<file path="config.mk">
export PLATFORM = sky130hd
export DESIGN_NAME = instr_fetch
export DESIGN_NICKNAME = d
export VERILOG_FILES = /design/src/rtl/instr_fetch_pkg.sv /design/src/rtl/instr_fetch_pc_next.sv /design/src/rtl/instr_fetch.sv
export SDC_FILE = /design/constraint.sdc
export NUM_CORES = 1
export LEC_CHECK = 0
export BUFFER_PORTS_ARGS = -buffer_cell sky130_fd_sc_hd__buf_2
export CAP_MARGIN = 20
export CORE_ASPECT_RATIO = 2
export CORE_MARGIN = 8
export CORE_UTILIZATION = 25
export DETAILED_ROUTE_END_ITERATION = 10
export PLACE_DENSITY = 0.52
export SYNTH_ARGS = -nofsm -noshare
export SYNTH_HDL_FRONTEND = slang
export SYNTH_SLANG_ARGS = --single-unit
</file>
<file path="constraint.sdc">
create_clock -name clk -period 2.1 [get_ports clk]
set_input_delay 0.21 -clock clk [delete_from_list [all_inputs] [get_ports clk]]
set_output_delay 0.21 -clock clk [all_outputs]
set_load 0.05 [all_outputs]
</file>
<file path="src/rtl/instr_fetch_pkg.sv">
// Shared types and constants for the instruction fetch unit.
package instr_fetch_pkg;

    typedef logic [31:0] u32;

    typedef enum logic [1:0] {
        REQ  = 2'd0,
        WAIT = 2'd1,
        HOLD = 2'd2,
        DROP = 2'd3
    } fetch_state_t;

    localparam u32 INSTR_BYTES = 32'd4;

    // Force an address onto a word boundary.
    function automatic u32 align_word(input u32 addr);
        return {addr[31:2], 2'b00};
    endfunction

endpackage

</file>
<file path="src/rtl/instr_fetch_pc_next.sv">
// Next fetch-address select: redirect target (word aligned), sequential
// increment, or hold. Redirect always wins.
module pc_next
    import instr_fetch_pkg::*;
(
    input  logic [31:0] pc,
    input  logic        advance,
    input  logic        redirect_valid,
    input  logic [31:0] redirect_pc,
    output logic [31:0] pc_nxt
);

    // Choose the next fetch address; the increment wraps naturally at 2^32.
    always_comb begin
        pc_nxt = pc;
        if (redirect_valid) begin
            pc_nxt = align_word(redirect_pc);
        end else if (advance) begin
            pc_nxt = pc + INSTR_BYTES;
        end else begin
            pc_nxt = pc;
        end
    end

endmodule

</file>
<file path="src/rtl/instr_fetch.sv">
// Single-outstanding instruction fetch unit: issues one word request,
// waits for its response, holds the word for decode, and handles
// redirects by discarding whatever is in flight or held.
module instr_fetch
    import instr_fetch_pkg::*;
#(
    parameter logic [31:0] RESET_PC = 32'h0000_0000
) (
    input  logic        clk,
    input  logic        resetn,
    output logic        imem_req_valid,
    output logic [31:0] imem_req_addr,
    input  logic        imem_req_ready,
    input  logic        imem_resp_valid,
    input  logic [31:0] imem_resp_data,
    output logic        instr_valid,
    output logic [31:0] instr,
    output logic [31:0] instr_pc,
    input  logic        instr_ready,
    input  logic        redirect_valid,
    input  logic [31:0] redirect_pc
);

    fetch_state_t state_r;
    fetch_state_t state_nxt_s;
    u32           pc_r;
    u32           pc_nxt_s;
    logic         capture_s;

    // The request address is the fetch pc register itself.
    assign imem_req_addr = pc_r;

    pc_next u_pc_next (
        .pc             (pc_r),
        .advance        (capture_s),
        .redirect_valid (redirect_valid),
        .redirect_pc    (redirect_pc),
        .pc_nxt         (pc_nxt_s)
    );

    // Next-state decision; redirect takes priority over every other event.
    always_comb begin
        state_nxt_s = state_r;
        capture_s   = 1'b0;
        case (state_r)
            REQ: begin
                if (redirect_valid) begin
                    // An accepted request is now stale: its response must be dropped.
                    state_nxt_s = imem_req_ready ? DROP : REQ;
                end else if (imem_req_ready) begin
                    state_nxt_s = WAIT;
                end else begin
                    state_nxt_s = REQ;
                end
            end
            WAIT: begin
                if (redirect_valid) begin
                    state_nxt_s = imem_resp_valid ? REQ : DROP;
                end else if (imem_resp_valid) begin
                    state_nxt_s = HOLD;
                    capture_s   = 1'b1;
                end else begin
                    state_nxt_s = WAIT;
                end
            end
            HOLD: begin
                if (redirect_valid || instr_ready) begin
                    state_nxt_s = REQ;
                end else begin
                    state_nxt_s = HOLD;
                end
            end
            DROP: begin
                if (imem_resp_valid) begin
                    state_nxt_s = REQ;
                end else begin
                    state_nxt_s = DROP;
                end
            end
            default: begin
                state_nxt_s = REQ;
            end
        endcase
    end

    // State, pc, held instruction and registered handshake outputs.
    always_ff @(posedge clk) begin
        if (!resetn) begin
            state_r        <= REQ;
            pc_r           <= align_word(RESET_PC);
            instr          <= 32'h0000_0000;
            instr_pc       <= 32'h0000_0000;
            imem_req_valid <= 1'b1;
            instr_valid    <= 1'b0;
        end else begin
            state_r        <= state_nxt_s;
            pc_r           <= pc_nxt_s;
            imem_req_valid <= (state_nxt_s == REQ);
            instr_valid    <= (state_nxt_s == HOLD);
            if (capture_s) begin
                instr    <= imem_resp_data;
                instr_pc <= pc_r;
            end else begin
                instr    <= instr;
                instr_pc <= instr_pc;
            end
        end
    end

endmodule

</file>
# After elaboration in Yosys (flattened, before gate mapping)
# Index checks and enable logic that the tools add are counted.
[totals] regBits=100 inputBits=70 word_cells=31
[classes] add_sub_neg=1 eq_ne=4 n_mux=13 bitwise_logic=1 reduce_logical=5
[ops] operator="2-to-1 mux 32 bit" count=2
[ops] operator="adder 32 x 3 -> 32 bit, second input constant" count=1
[ops] operator="2-to-1 mux 2 bit" count=6
[ops] operator="case mux 2 bit (4 select lines)" count=1
[ops] operator="equality test 2 bit, second input constant" count=3
[ops] operator="zero test 2 bit" count=2
[ops] operator="2-to-1 mux 1 bit" count=4
[ops] operator="equality test 2 x 1 -> 1 bit, second input constant" count=1
[ops] operator="nonzero test 2 bit" count=1
[ops] operator="OR reduction 2 bit" count=1
[ops] operator="logical OR 1 bit" count=1
[ops] operator="inverter 1 bit" count=1

# Logic depth before layout (Yosys ltp)
[logic_depth] word_depth=5 depth_mapped=9 mapped_depth_nobuf=6

# Hierarchy
# A second synthesis with hierarchy kept.
[unflattened] hier_cells=546 area_unflattened_um2=4317.9
[by_module_without_submodules] mod="instr_fetch" n_inst=1 cells_per_inst=369 area_per_inst_um2=3269.4 seq_area_each_um2=2001.9
[by_module_without_submodules] mod="pc_next" n_inst=1 cells_per_inst=177 area_per_inst_um2=1048.5 seq_area_each_um2=0.0

# Worst setup path after synthesis
# No wires, ideal clock.
[synth_timing] kind="reg-to-reg" from="reg pc_r[2], in the netlist imem_req_addr[2]" to="reg pc_r[18], in the netlist imem_req_addr[18]" setup_ns=0.074 arrival_time_ns=2.262 t_required_ns=2.026 slack_ns=-0.236 path_stages_with_launch=7 path_buffers=1 synth_period_minus_slack_ns=2.336 cell_sequence="dfxtp_1 > ha_1 > nand4b_1 > or4_1 > buf_2 > or4_1 > a31oi_1"
[synth_between] elab_chain_len=3
[synth_rtl] element="from (decl)" line_no="instr_fetch.sv:26" text="u32 pc_r;"
[synth_rtl] element="from (signal assigned)" line_no="instr_fetch.sv:90" text="pc_r <= align_word(RESET_PC);"
[synth_rtl] element="from (signal assigned)" line_no="instr_fetch.sv:97" text="pc_r <= pc_nxt_s;"
[synth_rtl] element="adder 32 x 3 -> 32 bit" line_no="instr_fetch_pc_next.sv:19" text="pc_nxt = pc + INSTR_BYTES;"
[synth_rtl] element="2-to-1 mux 32 bit" line_no="instr_fetch_pc_next.sv:18" text="end else if (advance) begin"
[synth_rtl] element="2-to-1 mux 32 bit" line_no="instr_fetch_pc_next.sv:16" text="if (redirect_valid) begin"
# Every way passes these cells. The select of a mux whose other input is x is not followed.
# A chain may end at the register's enable or synchronous reset.

# Worst setup path after layout
[layout_timing] from="reg pc_r[10], in the netlist imem_req_addr[10]" to="reg pc_r[20], in the netlist imem_req_addr[20]"
# The elaborated chain is that of the path after synthesis.

==> results.md <==
## Placed design
- **Placed Instances** 873
- **I/O Buffers** 161
- **placer congestion estimate** 0.778
- **Detailed Place HPWL** 11.1 mm
- **placed cell areas** 5370 um^2
- **placement-stage worst setup slack** -1.93 ps

## Clocking
- **cts-stage hold buffer count** 0
- **insertion delay of the later-clocked pin in the worst-skew pair** 350 ps
- **clock input transition at the sequential cells of the worst setup and hold paths** 70 ps
- **number of CTS-inserted buffers** 9
- **clock root cell** clkbuf_16
- **maximum buffer depth of the clock tree** 2
- **number of gates given a new drive strength after cts** 0
- **clock tree from TritonCTS** yes
- **setup fix buffers added after clock tree synthesis** 0
- **H-tree levels** 3
- **Clock Sink Count** 96

## Synth
- **share of the synthesized netlist area taken by xor and xnor gates** 1.85%
- **ranking of synthesized cells by area** dfxtp_1 45%, nand2_1 12%, a21boi_0 11%
- **main flop type after synthesis** dfxtp_1
- **summed instance area of the synthesized netlist** 4250 um^2
- **portion of netlist area occupied by mux cells** 0%
- **per-instance average area after synthesis** 8.19 um^2
- **Synth Warn #** 0
- **count of state elements after synthesis** 96
- **Seq/Total Area, Yosys** 45.2%
- **Yosys top cell area share** 45.2%
- **adder and majority gate portion of the synthesized area** 1.18%
- **unique cell type count in the Yosys netlist** 43
- **combinational family with the most area after synthesis** simple AND/OR/NAND/NOR gates
- **async set-or-reset flop fraction in the synthesized netlist** 0%
- **top cell type by total area after synthesis** dfxtp_1
- **EDFF count, synth** 0
- **basic-gate share of the synthesized area counting and, or, nand and nor cells** 24.1%
- **compound-gate portion of the synthesized area** 22.4%
- **Cells after Synth** 519

## Power and ir drop
- **Static Leak** 2.38 nW
- **clock group share of total power** 41.5%
- **combinational group share of total power** 15.4%
- **switching share of power** 27.9%
- **Psw** 1.28 mW
- **Pint** 3.31 mW
- **post-layout total power** 4.59 mW
- **total power divided by cell area** 803 nW/um^2
- **Max IR drop VDD** 0.356 mV
- **sequential power share** 43.0%

## STA
- **number of max-slew violations in the final report** 0
- **count of endpoints failing hold in the final timing report** 0
- **Layout Skew** 10.5 ps
- **endpoints failing setup** 0
- **highest achievable clock rate** 497 MHz
- **Sum Neg Setup Slack** 0 ps
- **share of the clock period used by the worst path** 95.8%
- **crit path setup slack, layout** 88.6 ps
- **relative max-transition margin** 58.7%
- **Tmin final** 2010 ps
- **unrepaired setup endpoints after global routing** false
- **Worst-Margin Slew** 620 ps
- **Min Hold Slack** 107 ps

## GRT
- **global routing usage summed across all routing layers** 13.7%
- **aggregate global routing overflow** 0
- **via count of the first global-routing pass** 4387
- **pin count of the biggest net entering global routing** 54
- **wire length of the first global-routing pass** 23.1 mm
- **number of antenna violations at the first check in global routing** 1

## Route
- **routed length on met1** 5.53 mm
- **routed wire length** 14.8 mm
- **DR iter-0 viols** 169
- **DR vias/cell** 4.84
- **first-pass detailed-route iteration total** 4
- **routed length on met2** 8.05 mm
- **DR WL/cell** 16.6 um
- **wire length on met3** 868 um
- **top metal layer carrying routed signals** met4
- **antenna violation net count after detailed routing** 0
- **vias post-DR** 4307
- **number of remaining DRC errors** 0

## Final layout
- **non-filler instance count after layout** 889
- **top library cells by usage in the layout, fill and taps aside** 161 x buf_2, 139 x nand2_1, 85 x dfxtp_1
- **Total Nets Final** 751
- **area taken by multi-input logic gates** 2130 um^2
- **number of diodes** 0
- **commonest non-fill, non-tap cell in the layout** buf_2
- **Filler Cell Count** 1769
- **Area Overhead vs Synth** 34.5%
- **layout cells sized above 1** 31.8%
- **final standard cell area without fillers** 5720 um^2
- **area taken by flip-flops and latches** 1940 um^2
- **final core utilization** 34.3%

## Status
- **status** completed

## Die
- **die height** 200 um
- **area inside the core boundary** 16700 um^2
- **die area** 21700 um^2
- **die extent in x** 108 um
- **initial core utilization** 25.5%
- **number of I/O pins** 168
- **number of standard-cell rows in the floorplan** 67

## Job
- **reported max-cap violation count** 0

## Setup path
- **list of cells traversed by the critical path** nand4_4, or4_1, or4_1, a31oi_1
- **most frequent CP cell** or4_1
- **CP Capture Type** flop
- **arrival time worst endpoint** 2280 ps
- **cell with the largest stage delay on the worst path** or4_1
- **biggest fanout along the worst timing path** 10
- **required time at the worst-slack endpoint** 2370 ps
- **worst stage delay on the critical path** 720 ps
- **Setup CP Type** flop to flop
- **kind of start point of the critical path** flop

## Hold path
- **worst hold-check path type** primary input to flop

-- cells in the mapped netlist (2+ instances only) --
library cell,instances
a21boi_0,63
a21oi_1,10
a31oi_1,16
and3b_1,2
and4_1,5
buf_1,3
buf_2,3
buf_4,4
clkbuf_1,33
dfxtp_1,96
ha_1,4
inv_1,9
nand2_1,139
nand2b_1,3
nand3_1,11
nand4_1,10
nand4b_1,2
nor2_1,4
nor3_1,7
nor4_1,2
o211a_1,4
o21a_1,2
o21ai_0,33
o31ai_1,10
or3_1,6
or4_1,14
xnor2_1,7
xor2_1,2
-- metal layers --
| layer | vias to the layer above | GRT usage, % |
|---|---|---|
| li1 | 2117 | - |
| met1 | 2060 | 13.7 |
| met2 | 113 | 25.4 |
| met3 | 17 | 3.44 |
| met4 | 0 | 5.74 |
| met5 | - | 0 |
-- power groups by stage --
stage               combinational (mW)  clock, mW  sequential, mW
finish                           0.708       1.91            1.98
CTS                              0.717       1.99            1.98
detailed placement               0.714          0            2.02
floorplan                        0.226          0            2.26
global route                     0.761       2.05            1.99
global placement                 0.705          0            2.01
-- flip-flops by register name (all words and copies together), names as in the netlist --
name,flops
instr,32
imem_req_valid,1
imem_req_addr,30
instr_valid,1
instr_pc,30
state_r,2
-- area by class of cell --
class / instances / share of cell area [%]
Clock buffer: 11 / 4.25
Clock inverter: 5 / 1.82
Inverter: 10 / 0.656
Multi-Input combinational cell: 373 / 37.2
Sequential cell: 96 / 33.9
Tap cell: 207 / 4.53
Timing Repair Buffer: 187 / 17.7
-- critical path: cells and delay by family, from the launching register on --
kind	cells	cell delay [ps]
AND/OR/NAND/NOR	3	1340
flip-flops	1	390
AO/OA/AOI/OAI	1	210
-- logic make-up (layout without fill, tap and decap cells) --
logic type / Yosys count / in the layout
DFF: 96 / 96
other: 1 / 4
AOI/OAI and AO/OA: 142 / 142
and+or+nand+nor: 214 / 214
buffers and inverters: 53 / 213
xor gates and xnor gates: 9 / 9
adders and majority gates: 4 / 4
-- worst paths after layout --
kind / start / end / slack, ps / depth (start not counted)
setup / recovery: imem_req_addr[10] / imem_req_addr[20] / 90 / 4
hold / removal: redirect_pc[2] / imem_req_addr[2] / 110 / 2
setup reg to reg: imem_req_addr[10] / imem_req_addr[20] / 90 / 4
hold reg to reg: instr_pc[31] / instr_pc[31] / 460 / 2
Power figures use the tool's default switching activity.
